--- src/rtl/serial_sub_pkg.sv ---
// Shared types and helpers for the bit-serial subtractor.
package serial_sub_pkg;

  typedef enum logic [1:0] {
    IDLE = 2'b00,
    RUN  = 2'b01,
    DONE = 2'b10
  } state_t;

  // Bits needed for a count that reaches WIDTH-1 (and never below one bit).
  function automatic int cnt_width(input int width);
    return (width < 1) ? 1 : $clog2(width + 1);
  endfunction

endpackage

--- src/rtl/serial_subtractor_if.sv ---
// Operand/result handshake bundle for serial_subtractor.
// zero/ovf exist only when SERIAL_SUB_FLAGS_EN is defined.
interface serial_subtractor_if #(
  parameter int WIDTH = 4
);
  // valid/ready: a transfer happens on a rising clk edge where valid && ready;
  // the source holds its payload stable while valid is high and ready is low.
  logic             in_valid;
  logic             in_ready;
  logic [WIDTH-1:0] a;
  logic [WIDTH-1:0] b;
  logic             bin;
  logic             out_valid;
  logic             out_ready;
  logic [WIDTH-1:0] diff;
  logic             bout;
`ifdef SERIAL_SUB_FLAGS_EN
  logic             zero;
  logic             ovf;
`endif

  modport master (
    output in_valid, a, b, bin, out_ready,
`ifdef SERIAL_SUB_FLAGS_EN
    input  zero, ovf,
`endif
    input  in_ready, out_valid, diff, bout
  );

  modport slave (
    input  in_valid, a, b, bin, out_ready,
`ifdef SERIAL_SUB_FLAGS_EN
    output zero, ovf,
`endif
    output in_ready, out_valid, diff, bout
  );

endinterface

--- src/rtl/serial_subtractor_fs.sv ---
// One-bit full subtractor cell: d = a - b - bin, with borrow out.
module serial_subtractor_fs (
  input  logic a,
  input  logic b,
  input  logic bin,
  output logic d,
  output logic bout
);

  assign d    = a ^ b ^ bin;
  assign bout = (~a & b) | (~(a ^ b) & bin);

endmodule

--- src/rtl/serial_subtractor.sv ---
// Bit-serial ripple-borrow subtractor, LSB first, one full-subtractor cell.
// Optional zero/ovf flags are built when SERIAL_SUB_FLAGS_EN is defined.
module serial_subtractor
  import serial_sub_pkg::*;
#(
  parameter int WIDTH = 4
) (
  input  logic                clk,
  input  logic                rst_n,
  serial_subtractor_if.slave  bus,
  output state_t              dbg_state
);

  localparam int CW = cnt_width(WIDTH);

  state_t           state_q, state_d;
  logic [WIDTH-1:0] ar_q;
  logic [WIDTH-1:0] ar_next;
  logic [WIDTH-1:0] b_q;
  logic [WIDTH-1:0] diff_q;
  logic [CW-1:0]    cnt_q;
  logic             br_q;
  logic             bout_q;
  logic             d;
  logic             bo;
  logic             last;
  logic             accept;

  serial_subtractor_fs u_fs (
    .a    (ar_q[0]),
    .b    (b_q[0]),
    .bin  (br_q),
    .d    (d),
    .bout (bo)
  );

  // The minuend register doubles as the result register: each consumed
  // minuend bit frees the MSB slot that the new difference bit fills.
  if (WIDTH == 1) begin : g_w1
    assign ar_next = d;
  end else begin : g_wn
    assign ar_next = {d, ar_q[WIDTH-1:1]};
  end

  assign accept = (state_q == IDLE) && bus.in_valid;
  assign last   = (state_q == RUN) && (cnt_q == CW'(WIDTH - 1));

  always_comb begin
    state_d = state_q;
    case (state_q)
      IDLE:    if (bus.in_valid) state_d = RUN;
      RUN:     if (last)         state_d = DONE;
      DONE:    if (bus.out_ready) state_d = IDLE;
      default: state_d = IDLE;
    endcase
  end

  always_ff @(posedge clk or negedge rst_n) begin
    if (!rst_n) state_q <= IDLE;
    else        state_q <= state_d;
  end

  always_ff @(posedge clk or negedge rst_n) begin
    if (!rst_n) begin
      ar_q   <= '0;
      b_q    <= '0;
      br_q   <= 1'b0;
      cnt_q  <= '0;
      diff_q <= '0;
      bout_q <= 1'b0;
    end else if (accept) begin
      ar_q  <= bus.a;
      b_q   <= bus.b;
      br_q  <= bus.bin;
      cnt_q <= '0;
    end else if (state_q == RUN) begin
      ar_q  <= ar_next;
      b_q   <= b_q >> 1;
      br_q  <= bo;
      cnt_q <= cnt_q + CW'(1);
      if (last) begin
        diff_q <= ar_next;
        bout_q <= bo;
      end
    end
  end

`ifdef SERIAL_SUB_FLAGS_EN
  logic a_msb_q, b_msb_q, zero_q, ovf_q;

  // Operand sign bits are captured at acceptance because the shift
  // registers no longer hold them by the end of the run.
  always_ff @(posedge clk or negedge rst_n) begin
    if (!rst_n) begin
      a_msb_q <= 1'b0;
      b_msb_q <= 1'b0;
      zero_q  <= 1'b0;
      ovf_q   <= 1'b0;
    end else if (accept) begin
      a_msb_q <= bus.a[WIDTH-1];
      b_msb_q <= bus.b[WIDTH-1];
    end else if (last) begin
      zero_q <= (ar_next == '0);
      ovf_q  <= (a_msb_q != b_msb_q) && (ar_next[WIDTH-1] != a_msb_q);
    end
  end

  assign bus.zero = zero_q;
  assign bus.ovf  = ovf_q;
`endif

  assign bus.in_ready  = (state_q == IDLE);
  assign bus.out_valid = (state_q == DONE);
  assign bus.diff      = diff_q;
  assign bus.bout      = bout_q;
  assign dbg_state     = state_q;

endmodule

--- src/flat_wrapper.sv ---
// flat-port wrapper written by rule: the top's interface ports become plain ports
module serial_subtractor_flat import serial_sub_pkg::*;
#(
  parameter int WIDTH = 4
)
  (clk, rst_n, dbg_state, bus_in_valid, bus_a, bus_b, bus_bin, bus_out_ready, bus_in_ready, bus_out_valid, bus_diff, bus_bout);
  serial_subtractor_if #(.WIDTH(WIDTH)) bus_i ();
  input  logic clk;
  input  logic rst_n;
  output state_t dbg_state;
  input wire logic [$bits(bus_i.in_valid)-1:0] bus_in_valid;
  input wire logic [$bits(bus_i.a)-1:0] bus_a;
  input wire logic [$bits(bus_i.b)-1:0] bus_b;
  input wire logic [$bits(bus_i.bin)-1:0] bus_bin;
  input wire logic [$bits(bus_i.out_ready)-1:0] bus_out_ready;
  output wire logic [$bits(bus_i.in_ready)-1:0] bus_in_ready;
  output wire logic [$bits(bus_i.out_valid)-1:0] bus_out_valid;
  output wire logic [$bits(bus_i.diff)-1:0] bus_diff;
  output wire logic [$bits(bus_i.bout)-1:0] bus_bout;
  assign bus_i.in_valid = bus_in_valid;
  assign bus_i.a = bus_a;
  assign bus_i.b = bus_b;
  assign bus_i.bin = bus_bin;
  assign bus_i.out_ready = bus_out_ready;
  assign bus_in_ready = bus_i.in_ready;
  assign bus_out_valid = bus_i.out_valid;
  assign bus_diff = bus_i.diff;
  assign bus_bout = bus_i.bout;
  serial_subtractor #(.WIDTH(WIDTH)) u_core (.clk(clk), .rst_n(rst_n), .bus(bus_i), .dbg_state(dbg_state));
endmodule
--- config.mk ---
export PLATFORM = sky130hd
export DESIGN_NAME = serial_subtractor_flat
export DESIGN_NICKNAME = d
export VERILOG_FILES = /design/src/rtl/serial_sub_pkg.sv /design/src/rtl/serial_subtractor_if.sv /design/src/rtl/serial_subtractor_fs.sv /design/src/rtl/serial_subtractor.sv /design/src/flat_wrapper.sv
export SDC_FILE = /design/constraint.sdc
export NUM_CORES = 1
export LEC_CHECK = 0
export ABC_CLOCK_PERIOD_IN_PS = 1250
export BUFFER_PORTS_ARGS = -buffer_cell sky130_fd_sc_hd__buf_2
export CAP_MARGIN = 30
export CORE_MARGIN = 8
export CORE_UTILIZATION = 26
export CTS_BUF_LIST = sky130_fd_sc_hd__clkbuf_2
export DETAILED_ROUTE_END_ITERATION = 8
export SLEW_MARGIN = 20
export SYNTH_ARGS = -nofsm -noshare
export SYNTH_HDL_FRONTEND = slang
export SYNTH_HIERARCHICAL = 1
export SYNTH_SLANG_ARGS = --single-unit
--- constraint.sdc ---
create_clock -name clk -period 1.25 [get_ports clk]
set_input_delay 0.1875 -clock clk [delete_from_list [all_inputs] [get_ports clk]]
set_output_delay 0.1875 -clock clk [all_outputs]
set_load 0.005 [all_outputs]
==> impl_metrics.toml <==
[status]
outcome = "finished with violations"
violations = "negative setup slack"

[timing]
finalCritPeriodShare = 1.14
max-slew-margin-rel = 0.713
final_max_slew_viol_count = 0
final_critical_path_setup_slack_ps = -175
fmax_mhz = 702
whs_ps = 36.3
hold_viol = 0
post-route-min-period_ps = 1430
max_slew.worst_pin.slew_ps = 430
fin_skew_ps = 0.359
report.final.setup_viol = 17
rsz_0062_raised_after_global_routing = "true"

[layout]
final_core_density = 0.391
final_net_count = 138
stdcell_area_um2 = 1320
insertedDiodeCount = 0
multi_input_area_um2 = 417
area.sequential_um2 = 475
fillers = 335
finish.cell_count_without_fillers = 167
area_growth_pct = 43.0
drive_above_1_share = 0.521

[power]
worst_ir_drop_vdd_uv = 522
netSwitchingPower_uw = 1180
seqPwrFrac = 0.324
cellPowerDensity_nw_per_um2 = 2510
total_leakage_power_uw = 0.000679
comb_power_share = 0.592
cellInternalPower_uw = 2140
swShare = 0.355
share_clk_of_total_power = 0.083

[setup_path]
r2r_slack_ps = -180
critical_path.cell_chain = "inv_2 -> fa_1 -> inv_1 -> a222oi_1"
worstPathMaxFanout = 2
timing.setup.critical_path_class = "reg2reg"
end_kind = "flip-flop"
startpoint_type = "flip-flop"
cp.arrival_ps = 1640
max_stage_delay_ps = 550
worstPathRequired_ps = 1460
slowest_stage = "sky130_fd_sc_hd__fa_1"

[detailed_routing]
detail_route.iter0.violations = 44
detailroute.wirelength.met3_um = 180
route.antenna.remaining_nets = 0
viasPerCell = 4.56
remaining_drc_errors = 0
detailroute.via_count = 761
detail_route.wl_per_cell_um = 13.6
routedLengthMet1_um = 879
routed-wl-met2_um = 1190
top_signal_layer_used = "met4"
drtPass1Iterations = 4
detailed_route_wire_length_um = 2270

[cts]
cts_buffers = 3
cts_tree = "done"
clk_path_buf_depth = 2
clock_latency_late_sink_ps = 300
cts_max_level = 1
path_clk_slew_ps = 180
clkSinkCount = 19
clk_root_buffer_cell = "sky130_fd_sc_hd__clkbuf_2"

[synth]
synth_top_area_cell = "sky130_fd_sc_hd__dfrtp_1"
synth-seq-area-share = 0.514
synth-edff-count = 0
yosys_register_bits = 19
syn-mean-instance-area_um2 = 11.6
post_synth_main_area_contributors = "sky130_fd_sc_hd__dfrtp_1, sky130_fd_sc_hd__mux2_2, sky130_fd_sc_hd__inv_1, sky130_fd_sc_hd__a222oi_1, sky130_fd_sc_hd__nor2_1"
synthesis.nets = 96
synth-warning-count = 6
asyncSetResetFlopFracSynth = 1.00
synth.cell_area_um2 = 926
synth_top_flop_cell = "sky130_fd_sc_hd__dfrtp_1"
synthesis.instances = 80
synth_cell_types = 23
synth_top_area_share = 0.514
yosysMostFrequentCell = "sky130_fd_sc_hd__dfrtp_1"
synth.cells.most_frequent = "sky130_fd_sc_hd__dfrtp_1, sky130_fd_sc_hd__inv_1, sky130_fd_sc_hd__nor2_1"

[floorplanning]
dieWidth_um = 75.7
floorplan.die_area_um2 = 5730
floorplan.rows = 21
die_h_um = 75.7
effective_utilization_at_floorplan = 0.273
core_region_area_um2 = 3390
ioPinCount = 22

[hold_path]
hold_path_class = "in2reg"

[placement]
io_buffer_count = 21
placed_cells = 152
dp_hpwl_um = 1560
gpl.final_weighted_congestion = 0.724
area_of_placed_instances_um2 = 1150

[global_routing]
grt_start_max_net_pins = 20
grt_overflow = 0
grt_first_pass_wirelength_um = 3680
overall_global_routing_usage = 0.0835
number_of_global_route_vias_before_repair = 808
antenna_found_initial = 0

[flow_run]
timing.max_cap.violations = 0
==> path summary, 6_finish.rpt <==
kind	from	endpoint	cells past startpoint
max reg2reg	u_core/br_q	u_core/ar_q[3]	4
max	u_core/br_q	u_core/ar_q[3]	4
min in group asynchronous	rst_n	u_core/bus.diff[0]	2
min	bus_out_ready	u_core/dbg_state[1]	2
max in group asynchronous	rst_n	u_core/ar_q[3]	2
min reg2reg	u_core/cnt_q[2]	u_core/cnt_q[2]	1
==> metal layers <==
layer	GRT usage	up-vias
met5	0	-
met4	0.0277	0
met3	0.0250	4
met2	0.151	17
met1	0.0898	383
li1	-	357
==> stage by stage <==
step	setup slack (ps)	total power, uW	setup TNS, ps
after global routing	-253	3580	-2530
after global placement	-98.4	2610	-854
after detailed placement	-159	2700	-1030
after CTS	-199	3350	-1540
final	-175	3330	-1460
after floorplan	-73.4	2190	-102
==> timing repair <==
action                                 4_1_cts  5_1_grt
setup buffers                                9        0
cloned                                       1        0
pin swaps                                    4        2
gates resized for setup                     16        2
hold buffers                                 1        0
endpoints found under the hold margin       19        0
setup endpoints to repair                   18       20
==> cell usage in the layout (no fill, tap or decap), drive strengths merged, types with 4 or more instances in the layout <==
cell type   n
buf        40
a222oi      6
dfrtp      19
clkbuf      4
nor2        7
mux2        6
inv        17
==> layout make-up <==
class | count | share of cell area
inverter | 17 | 0.0482
sequential | 19 | 0.359
multi-input combinational | 40 | 0.315
tap | 46 | 0.0435
clock buffer | 4 | 0.0151
timing repair buffer | 41 | 0.219
==> state kept, by name (all words and copies together), names as in the netlist <==
name and flops:
u_core/cnt_q 3, u_core/bus.bout 1, u_core/bus.diff 4, u_core/ar_q 4, u_core/b_q 4, u_core/br_q 1, u_core/dbg_state 2
==> worst max-delay path: cells and delay by family, from the launching register on <==
kind / cells / cell delay (ps)
fa+ha+maj: 1 / 550
flops: 1 / 390
compound gates: 1 / 310
buf+inv: 2 / 80
==> power groups by stage <==
stage                     Clock, uW  Sequential, uW  Combinational [uW]
final                           278            1080                1970
after global routing            308            1100                2170
after CTS                       297            1080                1970
after detailed placement          0            1100                1590
after global placement            0            1080                1530
after floorplan                   0            1090                1100
==> kinds of logic (layout without fill, tap and decap cells) <==
family / count (synthesis) / in the layout / share of synthesized area
adder cells (fa/ha/maj): 3 / 3 / 0.0486
AND/OR/NAND/NOR: 17 / 17 / 0.123
flip-flops: 19 / 19 / 0.514
AO/OA/AOI/OAI: 14 / 14 / 0.136
buffers and inverters: 21 / 62 / 0.105
multiplexers: 6 / 6 / 0.0730
(Power assumes the default switching activity.)
